`src/rtl/servo_ramp_ctrl.sv`:
```
// servo_ramp_ctrl: command stage ahead of the servo PWM generator.
// Accepts pulse-width commands over valid/ready, clamps them to the legal
// servo range, owns the frame timebase, and slews the delivered pulse width
// toward the target by at most STEP per frame, changing only at frame ticks.
module servo_ramp_ctrl #(
  parameter int unsigned W            = 32,
  parameter int unsigned FRAME_CYCLES = 1000000,
  parameter int unsigned MIN_PW       = 50000,
  parameter int unsigned MAX_PW       = 100000,
  parameter int unsigned STEP         = 500
) (
  input  logic         clock_clk,
  input  logic         reset,
  input  logic         cmd_valid,
  input  logic [W-1:0] cmd_pw,
  output logic         cmd_ready,
  output logic [W-1:0] pw_out,
  output logic         frame_tick,
  output logic         cmd_clamped,
  output logic         busy,
  output logic         at_target
);

  localparam logic [W-1:0] LAST_CNT = W'(FRAME_CYCLES - 1);
  localparam logic [W-1:0] MIN_W    = W'(MIN_PW);
  localparam logic [W-1:0] MAX_W    = W'(MAX_PW);
  localparam logic [W-1:0] STEP_W   = W'(STEP);
  localparam logic [W-1:0] CENTER_W = W'((MIN_PW + MAX_PW) / 2);

  logic [W-1:0] frame_cnt_reg, frame_cnt_next;
  logic         frame_tick_reg;
  logic [W-1:0] pw_reg, pw_next;
  logic [W-1:0] target_reg;
  logic [W-1:0] pend_pw_reg;
  logic         pending_reg;
  logic         clamped_reg;

  logic         accept;
  logic         out_of_range;
  logic [W-1:0] clamped_pw;
  logic [W-1:0] next_target;
  logic [W-1:0] pw_diff;
  logic [W-1:0] pw_stepped;

  // Frame counter successor: wraps after the last clock of the frame.
  always_comb begin
    frame_cnt_next = frame_cnt_reg + W'(1);
    if (frame_cnt_reg == LAST_CNT) begin
      frame_cnt_next = '0;
    end
  end

  // Frame timebase; the tick is registered so it lines up with the counter's last value.
  always_ff @(posedge clock_clk or posedge reset) begin
    if (reset) begin
      frame_cnt_reg  <= '0;
      frame_tick_reg <= 1'b0;
    end else begin
      frame_cnt_reg  <= frame_cnt_next;
      frame_tick_reg <= (frame_cnt_next == LAST_CNT);
    end
  end

  // Command acceptance and range clamping.
  always_comb begin
    accept       = cmd_valid && !pending_reg;
    out_of_range = (cmd_pw < MIN_W) || (cmd_pw > MAX_W);
    clamped_pw   = cmd_pw;
    if (cmd_pw < MIN_W) begin
      clamped_pw = MIN_W;
    end else if (cmd_pw > MAX_W) begin
      clamped_pw = MAX_W;
    end
  end

  // Slew computation: move toward the new target by at most STEP, no wrap.
  always_comb begin
    next_target = pending_reg ? pend_pw_reg : target_reg;
    if (next_target > pw_reg) begin
      pw_diff    = next_target - pw_reg;
      pw_stepped = pw_reg + STEP_W;
    end else begin
      pw_diff    = pw_reg - next_target;
      pw_stepped = pw_reg - STEP_W;
    end
    pw_next = (pw_diff <= STEP_W) ? next_target : pw_stepped;
  end

  // Pending command slot; an accept in a tick cycle survives that tick.
  always_ff @(posedge clock_clk or posedge reset) begin
    if (reset) begin
      pending_reg <= 1'b0;
      pend_pw_reg <= CENTER_W;
      clamped_reg <= 1'b0;
    end else begin
      clamped_reg <= accept && out_of_range;
      if (frame_tick_reg) begin
        pending_reg <= 1'b0;
      end
      if (accept) begin
        pending_reg <= 1'b1;
        pend_pw_reg <= clamped_pw;
      end
    end
  end

  // Target and delivered pulse width update only at frame ticks.
  always_ff @(posedge clock_clk or posedge reset) begin
    if (reset) begin
      target_reg <= CENTER_W;
      pw_reg     <= CENTER_W;
    end else if (frame_tick_reg) begin
      target_reg <= next_target;
      pw_reg     <= pw_next;
    end
  end

  assign cmd_ready   = !pending_reg;
  assign pw_out      = pw_reg;
  assign frame_tick  = frame_tick_reg;
  assign cmd_clamped = clamped_reg;
  assign busy        = pending_reg || (pw_reg != target_reg);
  assign at_target   = !busy;

endmodule
```
`config.mk`:
```
export PLATFORM = sky130hd
export DESIGN_NAME = servo_ramp_ctrl
export DESIGN_NICKNAME = d
export VERILOG_FILES = /design/src/rtl/servo_ramp_ctrl.sv
export SDC_FILE = /design/constraint.sdc
export NUM_CORES = 1
export LEC_CHECK = 0
export BUFFER_PORTS_ARGS = -buffer_cell sky130_fd_sc_hd__buf_2
export CORE_AREA = 2 2 129 182
export DETAILED_ROUTE_END_ITERATION = 7
export DIE_AREA = 0 0 131 184
export MAX_ROUTING_LAYER = met4
export PLACE_DENSITY = 0.65
export SETUP_SLACK_MARGIN = 0.2
export SLEW_MARGIN = 10
export SYNTH_ARGS = -nofsm -noshare
export SYNTH_HDL_FRONTEND = slang
export SYNTH_SLANG_ARGS = --single-unit
```
`constraint.sdc`:
```
create_clock -name clock_clk -period 18.9 [get_ports clock_clk]
set_input_delay 0.945 -clock clock_clk [delete_from_list [all_inputs] [get_ports clock_clk]]
set_output_delay 0.945 -clock clock_clk [all_outputs]
set_load 0.01 [all_outputs]
```
==> flow_summary_export.csv <==
group,metric,value,unit
run_status,status,"completed",
detailed_routing,avgViaCountPerCell,5.92,
clock_tree,clock_latency,0.44,ns
die,start_util,0.495,
placed_design,dp_slack,10.87,ns
worst_setup_path,required,19.21,ns
placed_design,placed_area,11600,µm²
die,fp.dieH,184,µm
cells_and_area,diodes,0,
clock_tree,hold_buffers,0,
cells_and_area,final_cell_area,12100,µm²
worst_setup_path,critPathCaptureType,"flop",
clock_tree,clock_sinks,131,
worst_setup_path,path_delay_family,"compound AO/OA/AOI/OAI gates",
worst_setup_path,path_max_fanout,35,
timing,post-route-period-util,0.431,
yosys,synthArstFlopShare,1.00,
timing,fmax,0.123,GHz
timing,fin_setup_tns,0,ns
detailed_routing,drt_wl_total,32.4,mm
yosys,synth_area,11100,µm²
die,io_pins,72,
clock_tree,numCtsBuffers,17,
clock_tree,tritoncts,"built",
timing,report.final.hold_viol_count,0,
timing,fin_skew,0.0220,ns
worst_setup_path,worstPathCellList,"mux2i_1 > inv_1 > ha_1 > nand4_4 > or2_0 > or4_4 > nor4_4 > a21oi_2 > nor2_8 > inv_2 > ha_1 > o21ai_0 > o21bai_1 > a21o_1 > a211oi_1 > o21ai_0 > a31oi_1 > o211ai_1 > a221o_1 > a21o_1 > a21oi_1 > xnor2_1 > a31oi_1 > and3_1",
die,dieArea,24100,µm²
pwr,power_density,55.5,nW/µm²
yosys,synth_flop_cell,"dfrtp_1",
yosys,syn-num-nets,1447,
cells_and_area,layout-drive-gt1-share,0.114,
yosys,muxShareOfSynthArea,0.0542,
worst_setup_path,cp_data_arrival_time,8.45,ns
detailed_routing,wl_per_cell,19.5,µm
die,dieWidth,131,µm
worst_hold_path,min_from,"pend_pw_reg[3]$_DFFE_PP1P_",
clock_tree,postCtsSetupBuffers,0,
pwr,peakVddDrop,0.0000667,V
worst_setup_path,r2r_start,"pending_reg$_DFFE_PP0P_",
detailed_routing,dr_total_vias,9849,
global_routing,grt_pass1_vias,9830,
pwr,p_leak,6.26,nW
clock_tree,clk_pin_slew,0.06,ns
die,num_rows,65,
cells_and_area,fin_nets,1480,
timing,setup_ws,10.76,ns
detailed_routing,ant_nets,0,
global_routing,grt_usage,0.290,
timing,relSlewSlack,0.279,
placed_design,dpl.cell_count,1632,
yosys,ys_types,75,
detailed_routing,drtPass1Iterations,5,
yosys,yosys_warnings,0,
yosys,avgSynthCellArea,8.40,µm²
yosys,yosys.area_share.simple,0.190,
worst_setup_path,path_class,"flop to flop",
yosys,synth-edff-count,0,
timing,finalMaxSlewViolations,0,
worst_setup_path,startpoint_type,"flop",
worst_setup_path,cp_num_buf_inv,2,
global_routing,grt_pass1_wl,52.0,mm
placed_design,portBuffers,71,
clock_tree,cts_resized,0,
yosys,synth_top_family_by_area,"compound AO/OA/AOI/OAI gates",
cells_and_area,final_util,0.543,
cells_and_area,syn_to_final_growth,9.72,%
worst_setup_path,cpMaxStageDelayCell,"dfrtp_2",
detailed_routing,remaining_drc_errors,0,
global_routing,grt_max_degree,94,
die,core,22400,µm²
clock_tree,cts_root_buffer,"clkbuf_16",
worst_hold_path,hold_path_class,"flop to flop",
placed_design,place_congestion,0.931,
yosys,yosysSeqAreaShare,0.299,
timing,period_needed,8.14,ns
placed_design,hpwl,25.2,mm
worst_setup_path,crit_start,"pending_reg$_DFFE_PP0P_",
worst_setup_path,critPathMaxStageDelay,1.08,ns
timing,rsz0062_at_grt,"no",
yosys,syn_inst,1317,
yosys,yosys_register_bits,131,
yosys,synth_compound_area_frac,0.199,
global_routing,grt_overflow,0,
yosys,synthAdderAreaFrac,0.109,
yosys,synth-xor-area-share,0.0902,
timing,worst_pin_slew,1.08,ns
detailed_routing,drt_iter0_markers,803,
cells_and_area,layoutNonFillerInstCount,1664,
global_routing,antenna_found_initial,0,
clock_tree,htreeDepth,4,
flow_run,drv_cap,0,
clock_tree,clockBufferDepth,2,
timing,setup_viol,0,
==> tightest hold or removal path, stage by stage (launching register included) <==
cell and delay [ns]:
dfstp_2 0.37, nand2_1 0.05, nand2_1 0.04
==> per-layer routing <==
layer | up-vias | global-route usage | part of all wire
li1 | 4774 | - | -
met1 | 4676 | 0.362 | 0.43
met2 | 323 | 0.463 | 0.48
met3 | 76 | 0.0349 | 0.046
met4 | 0 | 0.139 | 0.044
met5 | - | - | 0
==> where the power goes <==
part	switching (W)	internal [W]	leakage, nW
logic	0.0000375	0.0000226	4.26
clock network	0.000134	0.000199	0.277
registers	0.000000189	0.000281	1.72
total	0.000172	0.000503	6.26
==> synthesized netlist by cell type, types with 4 or more instances <==
master / n / area share
dfrtp_1: 107 / 0.24
o41ai_1: 4 / 0.0032
or3_1: 4 / 0.0023
and4_1: 5 / 0.0040
and3_1: 19 / 0.011
buf_1: 4 / 0.0014
nand2_1: 114 / 0.039
buf_4: 8 / 0.0054
buf_2: 6 / 0.0027
a31oi_1: 11 / 0.0062
o2111ai_1: 7 / 0.0055
nor2b_1: 28 / 0.016
a21oi_1: 115 / 0.052
o22ai_1: 4 / 0.0023
o31ai_1: 7 / 0.0047
o21bai_1: 11 / 0.0075
nor4b_1: 5 / 0.0040
o21ai_0: 66 / 0.030
o211ai_1: 6 / 0.0041
nor3_1: 25 / 0.011
clkbuf_1: 40 / 0.014
nor4_1: 15 / 0.0085
a21o_1: 27 / 0.018
dfstp_2: 24 / 0.057
mux2i_1: 52 / 0.047
xnor2_1: 61 / 0.048
nor2_1: 96 / 0.033
xor2_1: 53 / 0.042
a211oi_1: 16 / 0.011
nand4_1: 25 / 0.014
o21a_1: 17 / 0.012
and2_1: 8 / 0.0045
o221ai_1: 22 / 0.017
a21boi_0: 7 / 0.0047
ha_1: 92 / 0.10
inv_1: 94 / 0.032
nand3_1: 50 / 0.023
or4_1: 4 / 0.0027
==> cells in the final DEF (no fill, tap or decap), drive strengths merged, types with 8 or more instances in the layout <==
cell type / count
o21a: 17
o21ai: 67
dfrtp: 107
nand2: 114
a21boi: 8
nor3: 25
nor2b: 28
ha: 92
nand3: 50
a21o: 27
and3: 19
o221ai: 22
and2: 8
xor2: 53
dfstp: 24
a21oi: 116
nor2: 97
mux2i: 52
a211oi: 16
xnor2: 61
nand4: 27
nor4: 17
a31oi: 11
inv: 99
o21bai: 11
buf: 75
clkbuf: 19
==> final timing paths <==
path                       slack [ns]  cells after the start                         end
hold / removal                   0.45                      2  pend_pw_reg[3]$_DFFE_PP1P_
hold reg to reg                  0.45                      2  pend_pw_reg[3]$_DFFE_PP1P_
min in group asynchronous        0.57                      2  pend_pw_reg[1]$_DFFE_PP0P_
setup / recovery                10.76                     24      pw_out[31]$_DFFE_PP0P_
setup reg to reg                10.76                     24      pw_out[31]$_DFFE_PP0P_
max in group asynchronous       16.92                      3        frame_tick$_DFF_PP0_
==> cells by family (layout without fill, tap and decap cells) <==
group | after synthesis | in the layout
compound gates | 345 | 345
xor+xnor | 114 | 114
fa+ha+maj | 95 | 95
buf+inv | 156 | 202
flops | 131 | 131
mux | 58 | 58
simple gates | 418 | 418
==> stage by stage <==
step	hold WS [ns]	power, W
final	0.454	0.000674
after global routing	0.489	0.000699
after CTS	0.455	0.000681
after detailed placement	0.446	0.000346
after global placement	0.444	0.000345
after floorplan	0.434	0.000330
==> cell type report <==
class / count / area (µm²)
Clock buffer: 19 / 443
Clock inverter: 13 / 148
Sequential cell: 131 / 3310
Inverter: 95 / 362
Timing Repair Buffer: 75 / 385
Fill cell: 2106 / 10200
Tap cell: 301 / 377
Multi-Input combinational cell: 1030 / 7110
No activity file was read; power rests on OpenSTA's default activity.
